$ cat src/rtl/min_reduce_sequencer.sv
// rtl/min_reduce_sequencer.sv - sequential minimum reduction over channel groups
//
// tree_compare_solver: combinational min of default_value and the valid lanes.
//   values        in  LANES*DATA_WIDTH  lane l at [l*DATA_WIDTH +: DATA_WIDTH]
//   valids        in  LANES             lane participates when set
//   default_value in  DATA_WIDTH        floor value, also fills invalid lanes
//   min_value     out DATA_WIDTH        unsigned minimum
//
// min_reduce_sequencer: snapshots CHANNEL_COUNT channels on start and walks them
// LANES at a time through one tree_compare_solver, one group per cycle.
//   clk           in  1                 rising-edge clock
//   reset_n       in  1                 synchronous active-low reset
//   start         in  1                 request a reduction (taken in IDLE or DONE)
//   default_value in  DATA_WIDTH        result when no valid channel is smaller
//   values        in  CHANNEL_COUNT*DATA_WIDTH  channel i at [i*DATA_WIDTH +: DATA_WIDTH]
//   valids        in  CHANNEL_COUNT     channel participation mask
//   busy          out 1                 high in RUN and DONE
//   done          out 1                 one-cycle pulse, result valid
//   result        out DATA_WIDTH        minimum of default and valid channels
//   any_valid     out 1                 OR of the snapshot valids

module tree_compare_solver #(
  parameter int DATA_WIDTH = 8,
  parameter int LANES      = 5
) (
  input  logic [LANES*DATA_WIDTH-1:0] values,
  input  logic [LANES-1:0]            valids,
  input  logic [DATA_WIDTH-1:0]       default_value,
  output logic [DATA_WIDTH-1:0]       min_value
);

  // Heap-ordered binary tree: leaves at [LEAVES .. 2*LEAVES-1], root at 1.
  localparam int LEAVES = 1 << $clog2(LANES);

  logic [DATA_WIDTH-1:0] node [1:2*LEAVES-1];

  always_comb begin
    for (int i = 1; i < 2 * LEAVES; i++) begin
      node[i] = default_value;
    end
    // Invalid and padding leaves hold the default, so they can never win below it.
    for (int l = 0; l < LANES; l++) begin
      if (valids[l]) begin
        node[LEAVES + l] = values[l*DATA_WIDTH +: DATA_WIDTH];
      end
    end
    for (int i = LEAVES - 1; i >= 1; i--) begin
      node[i] = (node[2*i] < node[2*i+1]) ? node[2*i] : node[2*i+1];
    end
    min_value = node[1];
  end

endmodule

module min_reduce_sequencer #(
  parameter int DATA_WIDTH    = 8,
  parameter int CHANNEL_COUNT = 12,
  parameter int LANES         = 5
) (
  input  logic                              clk,
  input  logic                              reset_n,
  input  logic                              start,
  input  logic [DATA_WIDTH-1:0]             default_value,
  input  logic [CHANNEL_COUNT*DATA_WIDTH-1:0] values,
  input  logic [CHANNEL_COUNT-1:0]          valids,
  output logic                              busy,
  output logic                              done,
  output logic [DATA_WIDTH-1:0]             result,
  output logic                              any_valid
);

  localparam int GROUPS = (CHANNEL_COUNT + LANES - 1) / LANES;
  localparam int GIDX_W = (GROUPS > 1) ? $clog2(GROUPS) : 1;
  localparam int PADDED = GROUPS * LANES;

  typedef enum logic [1:0] {
    ST_IDLE = 2'd0,
    ST_RUN  = 2'd1,
    ST_DONE = 2'd2
  } state_t;

  state_t                              state_q, state_d;
  logic [GIDX_W-1:0]                   grp_q, grp_d;
  logic [DATA_WIDTH-1:0]               run_min_q, run_min_d;
  logic [CHANNEL_COUNT*DATA_WIDTH-1:0] vals_q, vals_d;
  logic [CHANNEL_COUNT-1:0]            valids_q, valids_d;
  logic [DATA_WIDTH-1:0]               result_q, result_d;
  logic                                any_valid_q, any_valid_d;

  logic [PADDED*DATA_WIDTH-1:0]        pad_vals;
  logic [PADDED-1:0]                   pad_valids;
  logic [LANES*DATA_WIDTH-1:0]         grp_vals;
  logic [LANES-1:0]                    grp_valids;
  logic [DATA_WIDTH-1:0]               tree_min;
  logic                                last_grp;
  logic                                accept;
  int unsigned                         grp_base;

  // Lanes past CHANNEL_COUNT in the last group read as value 0, valid 0.
  always_comb begin
    pad_vals                                 = '0;
    pad_vals[CHANNEL_COUNT*DATA_WIDTH-1:0]   = vals_q;
    pad_valids                               = '0;
    pad_valids[CHANNEL_COUNT-1:0]            = valids_q;
    grp_base                                 = 32'(grp_q) * LANES;
    grp_vals   = pad_vals[grp_base*DATA_WIDTH +: LANES*DATA_WIDTH];
    grp_valids = pad_valids[grp_base +: LANES];
  end

  tree_compare_solver #(
    .DATA_WIDTH (DATA_WIDTH),
    .LANES      (LANES)
  ) u_tree (
    .values        (grp_vals),
    .valids        (grp_valids),
    .default_value (run_min_q),
    .min_value     (tree_min)
  );

  assign last_grp = (grp_q == GIDX_W'(GROUPS - 1));
  // The DONE cycle also takes a new start so back-to-back runs need no idle gap.
  assign accept   = start && ((state_q == ST_IDLE) || (state_q == ST_DONE));

  // State register
  always_ff @(posedge clk) begin
    if (!reset_n) begin
      state_q     <= ST_IDLE;
      grp_q       <= '0;
      run_min_q   <= '0;
      vals_q      <= '0;
      valids_q    <= '0;
      result_q    <= '0;
      any_valid_q <= 1'b0;
    end else begin
      state_q     <= state_d;
      grp_q       <= grp_d;
      run_min_q   <= run_min_d;
      vals_q      <= vals_d;
      valids_q    <= valids_d;
      result_q    <= result_d;
      any_valid_q <= any_valid_d;
    end
  end

  // Next-state and datapath
  always_comb begin
    state_d     = state_q;
    grp_d       = grp_q;
    run_min_d   = run_min_q;
    vals_d      = vals_q;
    valids_d    = valids_q;
    result_d    = result_q;
    any_valid_d = any_valid_q;

    case (state_q)
      ST_IDLE, ST_DONE: begin
        state_d = accept ? ST_RUN : ST_IDLE;
      end
      ST_RUN: begin
        run_min_d = tree_min;
        grp_d     = grp_q + GIDX_W'(1);
        if (last_grp) begin
          state_d     = ST_DONE;
          grp_d       = '0;
          result_d    = tree_min;
          any_valid_d = |valids_q;
        end
      end
      default: state_d = ST_IDLE;
    endcase

    if (accept) begin
      vals_d    = values;
      valids_d  = valids;
      run_min_d = default_value;
      grp_d     = '0;
    end
  end

  // Outputs
  always_comb begin
    busy = (state_q != ST_IDLE);
    done = (state_q == ST_DONE);
  end

  assign result    = result_q;
  assign any_valid = any_valid_q;

endmodule

$ cat config.mk
export PLATFORM = sky130hd
export DESIGN_NAME = min_reduce_sequencer
export DESIGN_NICKNAME = d
export VERILOG_FILES = /design/src/rtl/min_reduce_sequencer.sv
export SDC_FILE = /design/constraint.sdc
export NUM_CORES = 1
export LEC_CHECK = 0
export ABC_CLOCK_PERIOD_IN_PS = 14100
export CORE_AREA = 2 2 154 156
export DETAILED_ROUTE_END_ITERATION = 12
export DIE_AREA = 0 0 156 158
export SETUP_SLACK_MARGIN = 0.1
export SLEW_MARGIN = 5
export SYNTH_ARGS = -nofsm -noshare
export SYNTH_HDL_FRONTEND = slang
export SYNTH_SLANG_ARGS = --single-unit
export TNS_END_PERCENT = 100
$ cat constraint.sdc
create_clock -name clk -period 14.1 [get_ports clk]
set_input_delay 2.82 -clock clk [delete_from_list [all_inputs] [get_ports clk]]
set_output_delay 2.82 -clock clk [all_outputs]
set_load 0.005 [all_outputs]
# Word level (Yosys, flattened, before mapping)

Cells that the tools add are included.

Register bits after elaboration: 129
Bits in latches: 0
RAM bits: 0
Bits in read-only memories: 0
Bits of input ports: 119
Output and inout bits: 11
Memories: 0

Add/subtract/negate cells: 1
Multiply operators: 1
Divide/modulo/power cells: 0
Magnitude comparators: 6
Equal/unequal tests: 4
Shift operators: 2
Multiplexer cells: 17
Bitwise logic cells: 1
Reductions and logical operators: 9

Operators with widths:

| operator                                                               | number |
|---|---|
| 120-bit by 9-bit variable part select with 40-bit output               | 1 |
| 8-bit two-way mux                                                      | 13 |
| 8-bit less-than comparator                                             | 6 |
| 15-bit by 6-bit variable part select with 5-bit output                 | 1 |
| 12-bit OR reduction                                                    | 1 |
| 2-bit by 3-bit multiplier with 5-bit output (second input constant)    | 1 |
| 2-bit equality test (second input constant)                            | 2 |
| 2-bit two-way mux                                                      | 2 |
| 2-bit case mux with 2 select lines                                     | 1 |
| 2-bit nonzero test                                                     | 2 |
| 2-bit OR reduction                                                     | 2 |
| 2-bit by 1-bit adder with 2-bit output (second input constant)         | 1 |
| 2-bit by 1-bit equality test with 1-bit output (second input constant) | 1 |
| 2-bit logical NOT                                                      | 1 |
| 2-bit != test (second input constant)                                  | 1 |
| 2-bit AND reduction                                                    | 1 |
| 1-bit logical AND                                                      | 1 |
| 1-bit logical OR                                                       | 1 |
| 1-bit two-way mux                                                      | 1 |
| 1-bit NOT                                                              | 1 |

# Longest topological paths before layout

Gate-level depths: netlist (run 1).

Word-level depth: 11
Mapped depth: 35
Depth with buffers taken out: 27

# Cells and area by module

A second synthesis (run 1) with hierarchy kept.

Cell total of the unflattened synthesis: 968
Area total of the unflattened synthesis: 7,848.8 um^2

Modules (own cells, without submodules):

| module               | instances | cells each | area an instance (um^2) | seq. area each (um^2) |
|---|---|---|---|---|
| min_reduce_sequencer | 1         | 682        | 5,619.1                 | 2,582.5 |
| tree_compare_solver  | 1         | 286        | 2,229.6                 | 0.0 |

# Least setup slack after synthesis (run 1)

OpenSTA, ideal clock, no wires.

Path type: reg-to-reg
Start: reg grp_q[0]
End: reg run_min_q[3]
Library setup time: 0.135 ns
Arrival: 6.156 ns
Path slack: 7.809 ns
Stages on the path, launching flop included: 35
Path buffers: 8
Period minus slack after synthesis: 6.291 ns
Cells stage by stage: dfxtp_1 > buf_6 > buf_6 > buf_6 > buf_2 > buf_2 > buf_2 > mux2i_1 > nor3_1 > a21oi_1 > inv_1 > ha_1 > a41oi_1 > o221a_2 > o21ai_1 > a21oi_4 > mux2_2 > a2bb2oi_1 > ha_1 > o211ai_1 > nor2_1 > a211o_1 > buf_4 > mux2i_1 > inv_1 > ha_1 > a21o_1 > a21o_1 > a21oi_1 > inv_1 > nor2_1 > a31o_1 > buf_6 > nand3b_4 > o221ai_1

Cells in the longest elaborated chain, start to end: 11

Ends and longest elaborated chain:

| element                                                                                                                            | RTL line | text |
|---|---|---|
| start: declaration                                                                                                                 | 83       | `logic [GIDX_W-1:0] grp_q, grp_d;` |
| start signal: assignment                                                                                                           | 136      | `grp_q <= grp_d;` |
| 2-bit by 3-bit multiplier with 5-bit output (*)                                                                                    | 105      | `grp_base = 32'(grp_q) * LANES;` |
| 120-bit by 9-bit variable part select with 40-bit output or 15-bit by 6-bit variable part select with 5-bit output (tied branches) | 106, 107 |  |
| 8-bit two-way mux                                                                                                                  | 43       | `if (valids[l]) begin` |
| 8-bit less-than comparator                                                                                                         | 48       | `node[i] = (node[2*i] < node[2*i+1]) ? node[2*i] : node[2*i+1];` |
| 8-bit two-way mux                                                                                                                  | 48       |  |
| 8-bit less-than comparator                                                                                                         | 48       |  |
| 8-bit two-way mux                                                                                                                  | 48       |  |
| 8-bit less-than comparator                                                                                                         | 48       |  |
| 8-bit two-way mux (*)                                                                                                              | 48       |  |
| 8-bit two-way mux (*)                                                                                                              | 155      | `case (state_q)` |
| 8-bit two-way mux (*)                                                                                                              | 172      | `if (accept) begin` |
| end signal: assignment                                                                                                             | 137      | `run_min_q <= run_min_d;` |
| end: declaration                                                                                                                   | 84       | `logic [DATA_WIDTH-1:0] run_min_q, run_min_d;` |

Every way passes the cells marked *; elsewhere a longest branch is shown, timed or not. The select of a mux whose other input is x is not followed.
A chain may end at the register's enable or synchronous reset.

# Worst setup path in the final report (run 1)

Start: reg grp_q[0]
End: reg run_min_q[7]

Same word-level chain as after synthesis.

==> results of run 1 <==
-- state kept, by name, summed over array words and instances (netlist names) --
signal and flops:
vals_q 96, grp_q 2, valids_q 12, result 8, any_valid 1, state_q 2
run_min_q 8
-- where the power goes --
part	switching, W	internal [W]	total (W)
clock network	0.000178	0.000250	0.000428
logic	0.000536	0.000378	0.000913
registers	0.0000348	0.000391	0.000426
-- final timing paths --
check / startpoint / end / slack [ns] / cells after the start
hold reg to reg: vals_q[39]$_SDFFE_PN0P_ / vals_q[39]$_SDFFE_PN0P_ / 0.46 / 2
setup reg to reg: grp_q[0]$_SDFFE_PP0P_ / run_min_q[7]$_SDFFE_PN0P_ / 6.64 / 27
setup / recovery: grp_q[0]$_SDFFE_PP0P_ / run_min_q[7]$_SDFFE_PN0P_ / 6.64 / 27
hold / removal: vals_q[39]$_SDFFE_PN0P_ / vals_q[39]$_SDFFE_PN0P_ / 0.46 / 2
-- metal layers --
metal  track usage, %  vias up
met5                0        -
met4             6.25        0
met3             3.42       26
met2             30.9      198
met1             26.4     3359
li1                 -     3683
-- cells by family (layout without fill, tap and decap cells) --
family	count (synthesis)	count (layout)	share of synthesized area (%)
mux	68	68	9.38
simple gates	373	373	20.6
buf+inv	107	210	5.90
fa+ha+maj	40	40	6.33
compound gates	284	284	25.2
flops	129	129	32.7
-- Yosys cell counts (2+ instances only) --
cell / number
and2_1: 3
o221ai_1: 15
nand3b_4: 3
a21o_1: 9
ha_1: 40
nor2b_1: 7
nand2b_1: 10
o22ai_1: 6
buf_2: 13
o211ai_1: 7
o31a_1: 7
nand3b_1: 3
nor3_1: 15
o21ai_0: 32
a22oi_1: 6
a2bb2oi_1: 3
mux2i_1: 51
buf_1: 9
a31oi_1: 6
nor2_1: 25
o21a_1: 3
or2_1: 2
a211o_1: 4
a22o_1: 7
clkbuf_1: 37
buf_6: 6
a21oi_1: 40
nand3_1: 18
nor3_2: 2
a21boi_0: 109
mux2_2: 12
nand2_1: 270
nor4_1: 4
a211oi_1: 2
nand4_1: 3
o21ai_1: 14
dfxtp_1: 129
inv_1: 41
a21boi_1: 2
mux4_2: 2
-- final cells by class --
class                           count  area, sq um  area share [%]
Tap cell                          290          363            3.67
Sequential cell                   129         2580            26.1
Inverter                           41          154            1.56
Clock buffer                       19          443            4.48
Timing Repair Buffer              137         1350            13.6
Clock inverter                     13          126            1.28
Multi-Input combinational cell    765         4870            49.3
-- worst min-delay path: stages (launching register included) --
cell and delay [ns]:
dfxtp_1 0.30, nand2_1 0.04, a21boi_0 0.06
-- metrics by stage --
stage | total power [W] | hold WS [ns] | instances | area [sq um] | util [%]
after floorplan | 0.00117 | 0.440 | 1001 | 7910 | -
after global placement | 0.00134 | 0.452 | 1362 | 9330 | 40.5
after detailed placement | 0.00134 | 0.455 | 1362 | 9330 | 40.5
after CTS | 0.00177 | 0.463 | 1394 | 9890 | 42.9
after global routing | 0.00190 | 0.475 | 1394 | 9890 | 42.9
final | 0.00177 | 0.460 | 1394 | 9890 | 42.9
-- placed cells by master (no fill, tap or decap), types with 18 or more instances in the layout --
| cell | count |
|---|---|
| clkdlybuf4s50_1 | 128 |
| nand3_1 | 18 |
| o21ai_0 | 32 |
| nand2_1 | 270 |
| inv_1 | 41 |
| dfxtp_1 | 127 |
| ha_1 | 40 |
| a21boi_0 | 109 |
| mux2i_1 | 51 |
| nor2_1 | 25 |
| a21oi_1 | 40 |
==> run summary, run 1 <==
Status: finished clean
Port Buffers: 129
Clock slew at reported path FFs: 0.06 ns
Max Cap Viol: 0
Fmax: 134 MHz
Met2 wire len: 10500 microns
Routability cong.: 0.940
Period utilization: 52.9%
Hold Buf Count CTS: 0
Critical path arrival: 7.74 ns
Clk_lat worst skew: 0.43 ns
Setup CP Type: reg2reg
Slew @ Worst Pin: 1.04 ns
Initial Util: 34.3%
Power per cell area: 179 nW/um^2
GRT Total Usage: 19.3%
Per-cell routed wire length: 16.6 microns
Number of diodes: 0
PnR worst setup slack: 6.64 ns
First-pass GRT wire length: 37000 microns
Vias in the first global route: 7127
Gr ovfl total: 0
Yosys top cell area share: 32.7%
Top routing layer in use: met4
Ys async rst share: 0%
DRT Pass-1 Iters: 5
Layout Nets: 1250
CTS buffer count: 17
Post-route DRC: 0
Starting DRT DRC Count: 594
Dpl hpwl: 16700 microns
Die Ht: 158 microns
Via density: 5.21
Slowest CP cell: o2bb2ai_1
Worst-path fanout max: 35
Worst slew margin relative to its limit: 30.3%
EDFF count, synth: 0
Wire length on met1: 11100 microns
Die area: 24600 sq um
Synth cell types: 64
RSZ-0062 raised after global routing: false
Largest stage delay on the critical path: 0.76 ns
Min-Delay Path Class: reg2reg
Final hold violations: 0
Post-CTS Setup Bufs: 0
Yosys warns: 0
Met3 wire len: 1280 microns
Ys flop type: dfxtp_1
Clk sink count: 129
Crit. End Element: flip-flop
Seq/Total Area, Yosys: 32.7%
Leakage: 3.82 nW
Synthesized instance count: 1001
Initial antenna violation count: 0
CTS tree: built
Peak supply drop: 124 uV
Layout cell share with drive strength beyond 1: 6.61%
Area contributors post-synth: dfxtp_1 33%, nand2_1 13%, a21boi_0 10%, mux2i_1 6.5%, ha_1 6.3%
Setup TNS: 0 ns
CTS resizes: 0
Skew final: 0.00757 ns
H-tree lvl count: 4
Syn Nets: 1160
Via count: 7266
Synthesized flop and latch total: 129
Die width: 156 microns
Post-Place Worst Slack: 6.75 ns
Slew Limit Fails: 0
WP data required: 14.39 ns
Cell row count: 56
CP top delay family: compound AO/OA/AOI/OAI gates
Syn avg cell area: 7.90 sq um
Pin count of the biggest net entering global routing: 86
Clk root buf: clkbuf_16
Area delta synth->final: 25.1%
CORE AREA: 23100 sq um
Cell accounting for the most synthesized area: dfxtp_1
Final min period: 7.46 ns
Number of fill cells: 2332
IO Pins: 130
Mapped Area: 7910 sq um
CP Buf/Inv Count: 4
Startpoint Class: flip-flop
Bufs on Longest Clock Path: 2
Setup violations, final: 0
DRT antenna net count: 0
Final wirelength: 23100 microns
Power figures use the tool's default switching activity.
==> run 2, diff against run 1 <==
--- a/config.mk
+++ b/config.mk
@@ -5,7 +5,7 @@
 export SDC_FILE = /design/constraint.sdc
 export NUM_CORES = 1
 export LEC_CHECK = 0
-export ABC_CLOCK_PERIOD_IN_PS = 14100
+export ABC_CLOCK_PERIOD_IN_PS = 6800
 export CORE_AREA = 2 2 154 156
 export DETAILED_ROUTE_END_ITERATION = 12
 export DIE_AREA = 0 0 156 158
==> constraint.sdc (replaced) <==
create_clock -name clk -period 6.8 [get_ports clk]
set_input_delay 1.36 -clock clk [delete_from_list [all_inputs] [get_ports clk]]
set_output_delay 1.36 -clock clk [all_outputs]
set_load 0.005 [all_outputs]
==> run 2 against run 1 <==
Clock-buffer cell count rose by 2. Via count barely moved. Critical path type unchanged. Highest routed layer unchanged. Sequential share of layout area fell by 0.38 points. Largest power group unchanged. Register-to-register slack got worse by 6.0 ns. Power rose by 120%. Combinational power rose by 130%. Utilization rose by 0.72 points.
==> run summary, run 2 (synthesized netlist as in run 1, its figures left out) <==
Period utilization: 90.3%
Min-delay src: vals_q[37]$_SDFFE_PN0P_
CP startpoint: grp_q[0]$_SDFFE_PP0P_
Leading cell types in the layout, fill and taps excluded: 270 x nand2_1, 128 x clkdlybuf4s50_1, 127 x dfxtp_1
Largest register FFs: 96
Startpoint Class: flip-flop
Top reg by flops: vals_q
Most common cell after layout, fill and taps aside: nand2_1
Non-Filler Instances: 1415
Post-Place Worst Slack: 0.291 ns
Per-cell routed wire length: 16.2 microns
Skew final: 0.0102 ns
Max Cap Viol: 0
Post-route DRC: 0
DRT antenna net count: 0
WP data required: 7.15 ns
Largest stage delay on the critical path: 0.48 ns
H-tree lvl count: 4
Clk sink count: 129
Die width: 156 microns
Worst slew margin relative to its limit: 40.6%
CP top delay family: compound AO/OA/AOI/OAI gates
Area delta synth->final: 27.2%
Layout Nets: 1271
Top Registers: vals_q (96), valids_q (12)
Routability cong.: 0.909
PnR worst setup slack: 0.658 ns
Vias in the first global route: 7048
Cell row count: 56
Crit. End Element: flip-flop
GRT Total Usage: 19.0%
Pin count of the biggest net entering global routing: 86
Setup CP Type: reg2reg
CTS buffer count: 17
Final hold violations: 0
IO Pins: 130
R2R depth: 25
Via density: 5.13
Dpl hpwl: 16600 microns
Bufs on Longest Clock Path: 2
Hold Buf Count CTS: 0
RR Startpoint: grp_q[0]$_SDFFE_PP0P_
Dpl cells: 1382
Clk root buf: clkbuf_16
DRT Pass-1 Iters: 5
Power per cell area: 379 nW/um^2
Port Buffers: 129
Final wirelength: 22900 microns
Initial Util: 34.3%
Min-Delay Path Class: reg2reg
Leakage: 3.91 nW
Starting DRT DRC Count: 486
Slew @ Worst Pin: 0.891 ns
Clk_lat worst skew: 0.42 ns
Slowest CP cell: dfxtp_4
First-pass GRT wire length: 36800 microns
Fmax: 163 MHz
RSZ-0062 raised after global routing: false
Setup violations, final: 0
Critical path arrival: 6.50 ns
CORE AREA: 23100 sq um
Gr ovfl total: 0
Layout cell share with drive strength beyond 1: 8.44%
Final min period: 6.14 ns
Peak supply drop: 270 uV
Worst-path fanout max: 26
Crit. path cell count: 25
Die area: 24600 sq um
CTS tree: built
Status: finished clean
Initial antenna violation count: 0
CP Buf/Inv Count: 3
Slew Limit Fails: 0
Hold depth: 2
Setup TNS: 0 ns
Number of diodes: 0
Die Ht: 158 microns
Via count: 7264
Clock slew at reported path FFs: 0.06 ns
-- run 2: changes by cell type in the layout (fill, tap and decap cells not counted), sizes merged --
cell      change
clkbuf        +2
buf          +21
clkinvlp      +3
inv           -4
clkinv        -1
-- run 2: area by class of cell --
cell class,count,area [sq um]
fillers,2342,13000
multi-input cells,765,4880
flip-flops and latches,129,2590
repair buffers,158,1510
clock buffers,21,450
well taps,290,363
inverters,41,158
clock inverters,11,106
-- run 2: final timing paths --
check / slack, ns / to
max: 0.66 / result[6]$_SDFFE_PN0P_
min: 0.46 / vals_q[37]$_SDFFE_PN0P_
max reg2reg: 0.66 / result[6]$_SDFFE_PN0P_
min reg2reg: 0.46 / vals_q[37]$_SDFFE_PN0P_
-- run 2: stage by stage --
step / utilization [%] / hold slack, ns / total power (W) / area, sq um
CTS: 43.5 / 0.466 / 0.00381 / 10000
global placement: 41.1 / 0.451 / 0.00290 / 9480
global route: 43.6 / 0.481 / 0.00412 / 10100
detailed placement: 41.1 / 0.458 / 0.00293 / 9480
finish: 43.6 / 0.462 / 0.00382 / 10100
floorplan: - / 0.440 / 0.00242 / 7910
-- run 2: power by group --
group	internal, W	switching (W)	leakage, nW
Clock	0.000514	0.000351	0.264
Combinational	0.000922	0.00115	2.58
Sequential	0.000811	0.0000704	1.06
Total	0.00225	0.00157	3.91
-- run 2: worst register-to-register path, cell delays in order (launching register included) --
cell and delay, ns:
dfxtp_4 0.48, buf_6 0.31, mux2_2 0.40, nand3_1 0.08, o21ai_1 0.10, ha_1 0.31, and4_1 0.25, o211ai_1 0.12
o211a_1 0.36, o21ai_0 0.33, ha_1 0.31, a21o_1 0.19, a2111oi_2 0.20, a31oi_1 0.12, o221a_2 0.36, mux2i_1 0.42
ha_1 0.34, a21o_1 0.17, a21o_1 0.17, a21oi_1 0.19, inv_1 0.08, nor2_1 0.11, a31o_1 0.24, buf_4 0.19
nand2_2 0.12, o21ai_1 0.13
-- run 2: routing by layer --
| metal | global-route usage (%) | up-vias | wire length, microns |
|---|---|---|---|
| met5 | 0 | - | 0 |
| met4 | 5.42 | 0 | 493 |
| met3 | 3.75 | 32 | 940 |
| met2 | 30.5 | 184 | 10200 |
| met1 | 25.9 | 3328 | 11300 |
| li1 | - | 3720 | - |
-- run 2: repair_timing --
| item | 4_1_cts | 5_1_grt |
|---|---|---|
| endpoints found under the hold margin | 0 | 0 |
| setup endpoints to repair | 0 | 16 |
| gates resized for setup | 0 | 7 |
| buffers inserted | 0 | 1 |
